===== config.mk =====
export PLATFORM = sky130hd
export DESIGN_NAME = msrv32_machine_control
export DESIGN_NICKNAME = d
export VERILOG_FILES = /design/src/rtl/msrv32_pkg.sv /design/src/rtl/msrv32_trap_priority.sv /design/src/rtl/msrv32_machine_control.sv
export SDC_FILE = /design/constraint.sdc
export NUM_CORES = 1
export LEC_CHECK = 0
export ABC_AREA = 1
export BUFFER_PORTS_ARGS = -buffer_cell sky130_fd_sc_hd__buf_2
export CAP_MARGIN = 10
export CORE_UTILIZATION = 40
export DETAILED_ROUTE_END_ITERATION = 16
export PLACE_DENSITY = 0.89
export SLEW_MARGIN = 10
export SYNTH_ARGS = -nofsm -noshare
export SYNTH_HDL_FRONTEND = slang
export SYNTH_SLANG_ARGS = --single-unit

===== constraint.sdc =====
create_clock -name ms_riscv32_mp_clk_in -period 1.3 [get_ports ms_riscv32_mp_clk_in]
set_input_delay 0.26 -clock ms_riscv32_mp_clk_in [delete_from_list [all_inputs] [get_ports ms_riscv32_mp_clk_in]]
set_output_delay 0.26 -clock ms_riscv32_mp_clk_in [all_outputs]
set_load 0.005 [all_outputs]

===== src/rtl/msrv32_pkg.sv =====
// Shared encodings for the msrv32 machine-mode trap controller: FSM states,
// cause codes, PC-source selects and SYSTEM-instruction funct12 values.
package msrv32_pkg;

    typedef enum logic [1:0] {
        ST_RESET       = 2'b00,
        ST_OPERATING   = 2'b01,
        ST_TRAP_TAKEN  = 2'b10,
        ST_TRAP_RETURN = 2'b11
    } state_t;

    localparam logic [3:0] CAUSE_INSTR_MISALIGNED = 4'd0;
    localparam logic [3:0] CAUSE_ILLEGAL_INSTR    = 4'd2;
    localparam logic [3:0] CAUSE_BREAKPOINT       = 4'd3;
    localparam logic [3:0] CAUSE_LOAD_MISALIGNED  = 4'd4;
    localparam logic [3:0] CAUSE_STORE_MISALIGNED = 4'd6;
    localparam logic [3:0] CAUSE_ECALL_M          = 4'd11;
    localparam logic [3:0] CAUSE_INT_SOFTWARE     = 4'd3;
    localparam logic [3:0] CAUSE_INT_TIMER        = 4'd7;
    localparam logic [3:0] CAUSE_INT_EXTERNAL     = 4'd11;

    localparam logic [1:0] PC_SRC_BOOT = 2'b00;
    localparam logic [1:0] PC_SRC_EPC  = 2'b01;
    localparam logic [1:0] PC_SRC_TRAP = 2'b10;
    localparam logic [1:0] PC_SRC_NEXT = 2'b11;

    localparam logic [4:0]  OPC_SYSTEM = 5'b11100;
    localparam logic [2:0]  F3_PRIV    = 3'b000;
    localparam logic [11:0] F12_ECALL  = 12'h000;
    localparam logic [11:0] F12_EBREAK = 12'h001;
    localparam logic [11:0] F12_MRET   = 12'h302;
    localparam logic [11:0] F12_WFI    = 12'h105;

    // Causes that also carry a faulting address into mtval.
    function automatic logic is_misaligned_cause(input logic [3:0] cause);
        return (cause == CAUSE_INSTR_MISALIGNED) ||
               (cause == CAUSE_LOAD_MISALIGNED)  ||
               (cause == CAUSE_STORE_MISALIGNED);
    endfunction

endpackage


===== src/rtl/msrv32_trap_priority.sv =====
// Combinational trap arbiter: exceptions by fixed priority, then interrupts.
// Interrupt logic exists only when MSRV32_INTERRUPTS_EN is defined.
module msrv32_trap_priority
    import msrv32_pkg::*;
(
    input  logic       i_instr_misaligned,
    input  logic       i_illegal,
    input  logic       i_ebreak,
    input  logic       i_ecall,
    input  logic       i_store_misaligned,
    input  logic       i_load_misaligned,
    input  logic       i_mie,
    input  logic       i_meie,
    input  logic       i_mtie,
    input  logic       i_msie,
    input  logic       i_meip,
    input  logic       i_mtip,
    input  logic       i_msip,
    output logic       o_trap,
    output logic       o_i_or_e,
    output logic [3:0] o_cause
);

    logic w_ext_irq;
    logic w_sw_irq;
    logic w_tmr_irq;

`ifdef MSRV32_INTERRUPTS_EN
    assign w_ext_irq = i_mie & i_meip & i_meie;
    assign w_sw_irq  = i_mie & i_msip & i_msie;
    assign w_tmr_irq = i_mie & i_mtip & i_mtie;
`else
    logic w_unused_irq;
    assign w_unused_irq = ^{i_mie, i_meie, i_mtie, i_msie, i_meip, i_mtip, i_msip};
    assign w_ext_irq = 1'b0;
    assign w_sw_irq  = 1'b0;
    assign w_tmr_irq = 1'b0;
`endif

    // Priority chain: any exception beats every interrupt.
    always_comb begin
        o_trap   = 1'b1;
        o_i_or_e = 1'b0;
        o_cause  = CAUSE_INSTR_MISALIGNED;
        if (i_instr_misaligned) begin
            o_cause = CAUSE_INSTR_MISALIGNED;
        end else if (i_illegal) begin
            o_cause = CAUSE_ILLEGAL_INSTR;
        end else if (i_ebreak) begin
            o_cause = CAUSE_BREAKPOINT;
        end else if (i_ecall) begin
            o_cause = CAUSE_ECALL_M;
        end else if (i_store_misaligned) begin
            o_cause = CAUSE_STORE_MISALIGNED;
        end else if (i_load_misaligned) begin
            o_cause = CAUSE_LOAD_MISALIGNED;
        end else if (w_ext_irq) begin
            o_i_or_e = 1'b1;
            o_cause  = CAUSE_INT_EXTERNAL;
        end else if (w_sw_irq) begin
            o_i_or_e = 1'b1;
            o_cause  = CAUSE_INT_SOFTWARE;
        end else if (w_tmr_irq) begin
            o_i_or_e = 1'b1;
            o_cause  = CAUSE_INT_TIMER;
        end else begin
            o_trap = 1'b0;
        end
    end

endmodule


===== src/rtl/msrv32_machine_control.sv =====
// Machine-mode trap controller FSM (RESET/OPERATING/TRAP_TAKEN/TRAP_RETURN).
// Interrupt support is built in only when MSRV32_INTERRUPTS_EN is defined.
module msrv32_machine_control
    import msrv32_pkg::*;
(
    input  logic        ms_riscv32_mp_clk_in,
    input  logic        ms_riscv32_mp_rst_in,
    input  logic        illegal_instr_in,
    input  logic        misaligned_load_in,
    input  logic        misaligned_store_in,
    input  logic        misaligned_instr_in,
    input  logic [4:0]  opcode_6_to_2_in,
    input  logic [2:0]  funct3_in,
    input  logic [11:0] funct12_in,
    input  logic        mie_in,
    input  logic        meie_in,
    input  logic        mtie_in,
    input  logic        msie_in,
    input  logic        meip_in,
    input  logic        mtip_in,
    input  logic        msip_in,
    output logic        trap_taken_out,
    output logic [1:0]  pc_src_out,
    output logic        flush_out,
    output logic        set_cause_out,
    output logic        set_epc_out,
    output logic        i_or_e_out,
    output logic [3:0]  cause_out,
    output logic        misaligned_exception_out,
    output logic        mie_clear_out,
    output logic        mie_set_out,
    output logic        instret_inc_out
);

    state_t     r_state;
    logic [1:0] r_pc_src;
    logic       r_flush;
    logic       r_set_cause;
    logic       r_set_epc;
    logic       r_mie_clear;
    logic       r_mie_set;
    logic       r_i_or_e;
    logic [3:0] r_cause;
    logic       r_misaligned;

    logic       w_system;
    logic       w_ecall;
    logic       w_ebreak;
    logic       w_mret;
    logic       w_trap_raw;
    logic       w_trap_i_or_e;
    logic [3:0] w_trap_cause;
    logic       w_operating;
    logic       w_trap;

    // WFI needs no decode: it simply retires like any other NOP.
    assign w_system = (opcode_6_to_2_in == OPC_SYSTEM) && (funct3_in == F3_PRIV);
    assign w_ecall  = w_system && (funct12_in == F12_ECALL);
    assign w_ebreak = w_system && (funct12_in == F12_EBREAK);
    assign w_mret   = w_system && (funct12_in == F12_MRET);

    msrv32_trap_priority u_trap_priority (
        .i_instr_misaligned (misaligned_instr_in),
        .i_illegal          (illegal_instr_in),
        .i_ebreak           (w_ebreak),
        .i_ecall            (w_ecall),
        .i_store_misaligned (misaligned_store_in),
        .i_load_misaligned  (misaligned_load_in),
        .i_mie              (mie_in),
        .i_meie             (meie_in),
        .i_mtie             (mtie_in),
        .i_msie             (msie_in),
        .i_meip             (meip_in),
        .i_mtip             (mtip_in),
        .i_msip             (msip_in),
        .o_trap             (w_trap_raw),
        .o_i_or_e           (w_trap_i_or_e),
        .o_cause            (w_trap_cause)
    );

    assign w_operating = (r_state == ST_OPERATING);
    assign w_trap      = w_operating & w_trap_raw;

    // State register with per-state outputs registered alongside the next state.
    always_ff @(posedge ms_riscv32_mp_clk_in or negedge ms_riscv32_mp_rst_in) begin
        if (!ms_riscv32_mp_rst_in) begin
            r_state      <= ST_RESET;
            r_pc_src     <= PC_SRC_BOOT;
            r_flush      <= 1'b1;
            r_set_cause  <= 1'b0;
            r_set_epc    <= 1'b0;
            r_mie_clear  <= 1'b0;
            r_mie_set    <= 1'b0;
            r_i_or_e     <= 1'b0;
            r_cause      <= 4'd0;
            r_misaligned <= 1'b0;
        end else begin
            r_set_cause <= 1'b0;
            r_set_epc   <= 1'b0;
            r_mie_clear <= 1'b0;
            r_mie_set   <= 1'b0;
            case (r_state)
                ST_OPERATING: begin
                    if (w_trap) begin
                        r_state      <= ST_TRAP_TAKEN;
                        r_pc_src     <= PC_SRC_TRAP;
                        r_flush      <= 1'b1;
                        r_set_cause  <= 1'b1;
                        r_set_epc    <= 1'b1;
                        r_mie_clear  <= 1'b1;
                        r_i_or_e     <= w_trap_i_or_e;
                        r_cause      <= w_trap_cause;
                        r_misaligned <= ~w_trap_i_or_e & is_misaligned_cause(w_trap_cause);
                    end else if (w_mret) begin
                        r_state  <= ST_TRAP_RETURN;
                        r_pc_src <= PC_SRC_EPC;
                        r_flush  <= 1'b1;
                        r_mie_set <= 1'b1;
                    end else begin
                        r_state  <= ST_OPERATING;
                        r_pc_src <= PC_SRC_NEXT;
                        r_flush  <= 1'b0;
                    end
                end
                ST_RESET, ST_TRAP_TAKEN, ST_TRAP_RETURN: begin
                    r_state  <= ST_OPERATING;
                    r_pc_src <= PC_SRC_NEXT;
                    r_flush  <= 1'b0;
                end
                default: begin
                    r_state  <= ST_RESET;
                    r_pc_src <= PC_SRC_BOOT;
                    r_flush  <= 1'b1;
                end
            endcase
        end
    end

    assign trap_taken_out           = w_trap;
    assign instret_inc_out          = w_operating & ~w_trap_raw;
    assign pc_src_out               = r_pc_src;
    assign flush_out                = r_flush;
    assign set_cause_out            = r_set_cause;
    assign set_epc_out              = r_set_epc;
    assign mie_clear_out            = r_mie_clear;
    assign mie_set_out              = r_mie_set;
    assign i_or_e_out               = r_i_or_e;
    assign cause_out                = r_cause;
    assign misaligned_exception_out = r_misaligned;

endmodule


==> results.json <==
{
  "status": "finished with violations",
  "violations": "setup timing",
  "r2r_end": "pc_src_out[1]$_DFF_PN0_",
  "crit_chain": "buf_8, inv_4, nor2_4, nand2_2, nor2_4, nand3b_1, nand3_4, nand2_2, inv_2, buf_6",
  "hold-path-endpoint": "cause_out[0]$_DFFE_PN0P_",
  "synth.distinct_cells": 17,
  "synth_common_cells": "nor2_1 (26), nand2_1 (25), inv_1 (14)",
  "cts_root_buf": "clkbuf_4",
  "htree_num_levels": 1,
  "grt_max_degree": 12,
  "power.density_nw_per_um2": 596,
  "ir_drop_v": 0.000370,
  "cts.sinks": 11,
  "synthTopCellsByArea": "dfrtp_1 (35%), nor2_1 (13%), nand2_1 (13%), inv_1 (7.3%), nand3_1 (6.2%)",
  "ys_seq_area_share_pct": 38.2,
  "grt_pass1_wl_microns": 3030,
  "cts_buffers": 3,
  "drc_errors": 0,
  "crit_required_ns": 1.04,
  "crit_buf_inv": 4,
  "num_rows": 15,
  "grt_usage_pct": 20.7,
  "ant_nets": 0,
  "crit_arrival_ns": 1.15,
  "synth_area_leader_cell": "dfrtp_1",
  "cp_top_family": "simple AND/OR/NAND/NOR gates",
  "rsz0062_at_grt": "yes",
  "clkTransAtPathRegs_ns": 0.06,
  "syn_avg_cell_area_sq_um": 6.76,
  "grt_overflow": 0,
  "netlist_instances": 107,
  "cp.depth": 10,
  "grt_pass1_vias": 844,
  "final_util_pct": 79.0,
  "holdPathStages": 4,
  "skew_ns": 0.00126,
  "routabilityCongestion": 0.825,
  "drive_gt1_share_pct": 61.0,
  "drtIter0Drc": 10,
  "timing.final.crit_period_ns": 1.41,
  "post-place-ws_ns": -0.200,
  "critPathCaptureType": "output port",
  "vias": 923,
  "hp-start": "misaligned_instr_in",
  "crit_type": "input pin to output port",
  "ys_ff_latch": 11,
  "die_x_microns": 44.5,
  "cp_max_fo": 3,
  "start_util_pct": 42.3,
  "critPathMaxStageDelay_ns": 0.15,
  "ff2ff_setup_slack_ns": 0.03,
  "cts_tree": "yes",
  "cp-start-kind": "input pin",
  "area_delta_synth_final_pct": 86.5,
  "fillerInstances": 126,
  "dp_hpwl_microns": 1490,
  "synth_area_sq_um": 723,
  "synth_edf_count": 0,
  "core_area_sq_um": 1710,
  "max_freq_ghz": 0.708,
  "ff2ff_path_depth": 6,
  "insertion_delay_ns": 0.26,
  "hold_viol_final": 0,
  "totalWireLength_microns": 2220,
  "r2r_start": "r_state[1]$_DFF_PN0_",
  "yosysMostFrequentCell": "nor2_1",
  "pin_count": 48,
  "drt_pass1_iterations": 6,
  "clockBufferDepth": 2,
  "postSynth.asyncResetShare_pct": 100,
  "min_path_type": "input pin to flop",
  "fin_ws_ns": -0.112,
  "synth_flop_cell": "dfrtp_1",
  "fin_hold_ws_ns": 0.284,
  "fin_crit_sh_pct": 109,
  "die_h_microns": 44.5,
  "yosys.area.top_type_share_pct": 34.6,
  "viasPerCell": 4.69,
  "wl_per_cell_microns": 11.3,
  "fin_nets": 206,
  "antenna_found_initial": 0,
  "antenna_cells": 0,
  "maxCapViolations": 0,
  "cp_slowest_cell": "nand3b_1",
  "p_leak_nw": 0.664,
  "final-max-slew-violation-count": 0,
  "ys_warn_count": 0,
  "setup_viol": 2,
  "dieArea_sq_um": 1980,
  "port_buffers": 39,
  "synth_nets": 140
}
## cells by family after synthesis
kind of cell | Yosys count | synth area share [%]
AO/OA/AOI/OAI | 4 | 4.84
flip-flops | 11 | 38.2
other | 1 | 0.519
buffers and inverters | 19 | 13.0
AND/OR/NAND/NOR | 72 | 43.4
## worst reg2reg max path: stages, from the launching register on
cell,delay [ns]
dfrtp_1,0.36
or2_4,0.26
buf_4,0.14
nor2_1,0.11
nand3_1,0.13
nor2_2,0.13
inv_1,0.05
## worst max-delay path by stage
stage / start / to / slack, ns
floorplan: funct12_in[3] / cause_out[2]$_DFFE_PN0P_ / 0.1
global placement: funct12_in[11] / trap_taken_out / -0.12
detailed placement: funct12_in[11] / trap_taken_out / -0.20
CTS: funct12_in[5] / trap_taken_out / -0.10
global route: opcode_6_to_2_in[4] / trap_taken_out / -0.19
finish: opcode_6_to_2_in[4] / trap_taken_out / -0.11
## state kept, by name, indices dropped and copies added (netlist names)
register,cells
mie_set_out,1
misaligned_exception_out,1
r_state,1
flush_out,1
cause_out,4
pc_src_out,2
mie_clear_out,1
## placed cells by master (no fill, tap or decap), types with 2 or more instances in the layout
| master | n |
|---|---|
| buf_6 | 10 |
| buf_2 | 28 |
| nand3_2 | 2 |
| nor2_4 | 10 |
| inv_1 | 9 |
| nor2_1 | 16 |
| nand3_1 | 6 |
| buf_4 | 26 |
| nor2_2 | 5 |
| nand2_2 | 5 |
| dfrtp_1 | 10 |
| inv_2 | 4 |
| clkbuf_4 | 3 |
| o21ai_2 | 4 |
| nand3_4 | 2 |
| nand2_1 | 21 |
## final cells by class
type | instances | area [sq um] | share of cell area, %
clock buffers | 4 | 26.3 | 1.95
multi-input cells | 77 | 487 | 36.1
inverters | 14 | 55.1 | 4.08
well taps | 25 | 31.3 | 2.32
repair buffers | 66 | 473 | 35.1
flip-flops and latches | 11 | 277 | 20.5
## metrics by stage
step	area, sq um	cells	TNS, ns	power, mW
detailed placement	1050	185	-1.68	0.521
CTS	1170	195	-0.169	0.753
floorplan	723	107	0	0.424
global placement	1050	185	-0.855	0.511
global route	1350	197	-0.359	0.856
finish	1350	197	-0.172	0.804
## routing by layer
layer / vias up / share of wire [%] / global-route usage, % / routed length, microns
met4: 0 / 1.4 / 10.9 / 32
met3: 8 / 3.9 / 2.45 / 86
li1: 458 / - / - / -
met2: 37 / 62 / 42.1 / 1370
met5: - / 0 / 0 / 0
met1: 420 / 33 / 19.7 / 735
## report_power, final
part           internal (mW)  switching [mW]  total (mW)
logic                  0.118           0.106       0.224
clock network          0.119           0.101       0.220
registers              0.354         0.00578       0.360
## what timing repair did
| item | CTS | global route |
|---|---|---|
| pin swaps | 10 | 23 |
| resized for setup | 12 | 41 |
| setup endpoints to repair | 2 | 10 |
| hold endpoints to repair | 10 | 0 |
| setup buffers | 5 | 4 |
| hold buffers | 1 | 0 |
(Power assumes the default switching activity.)
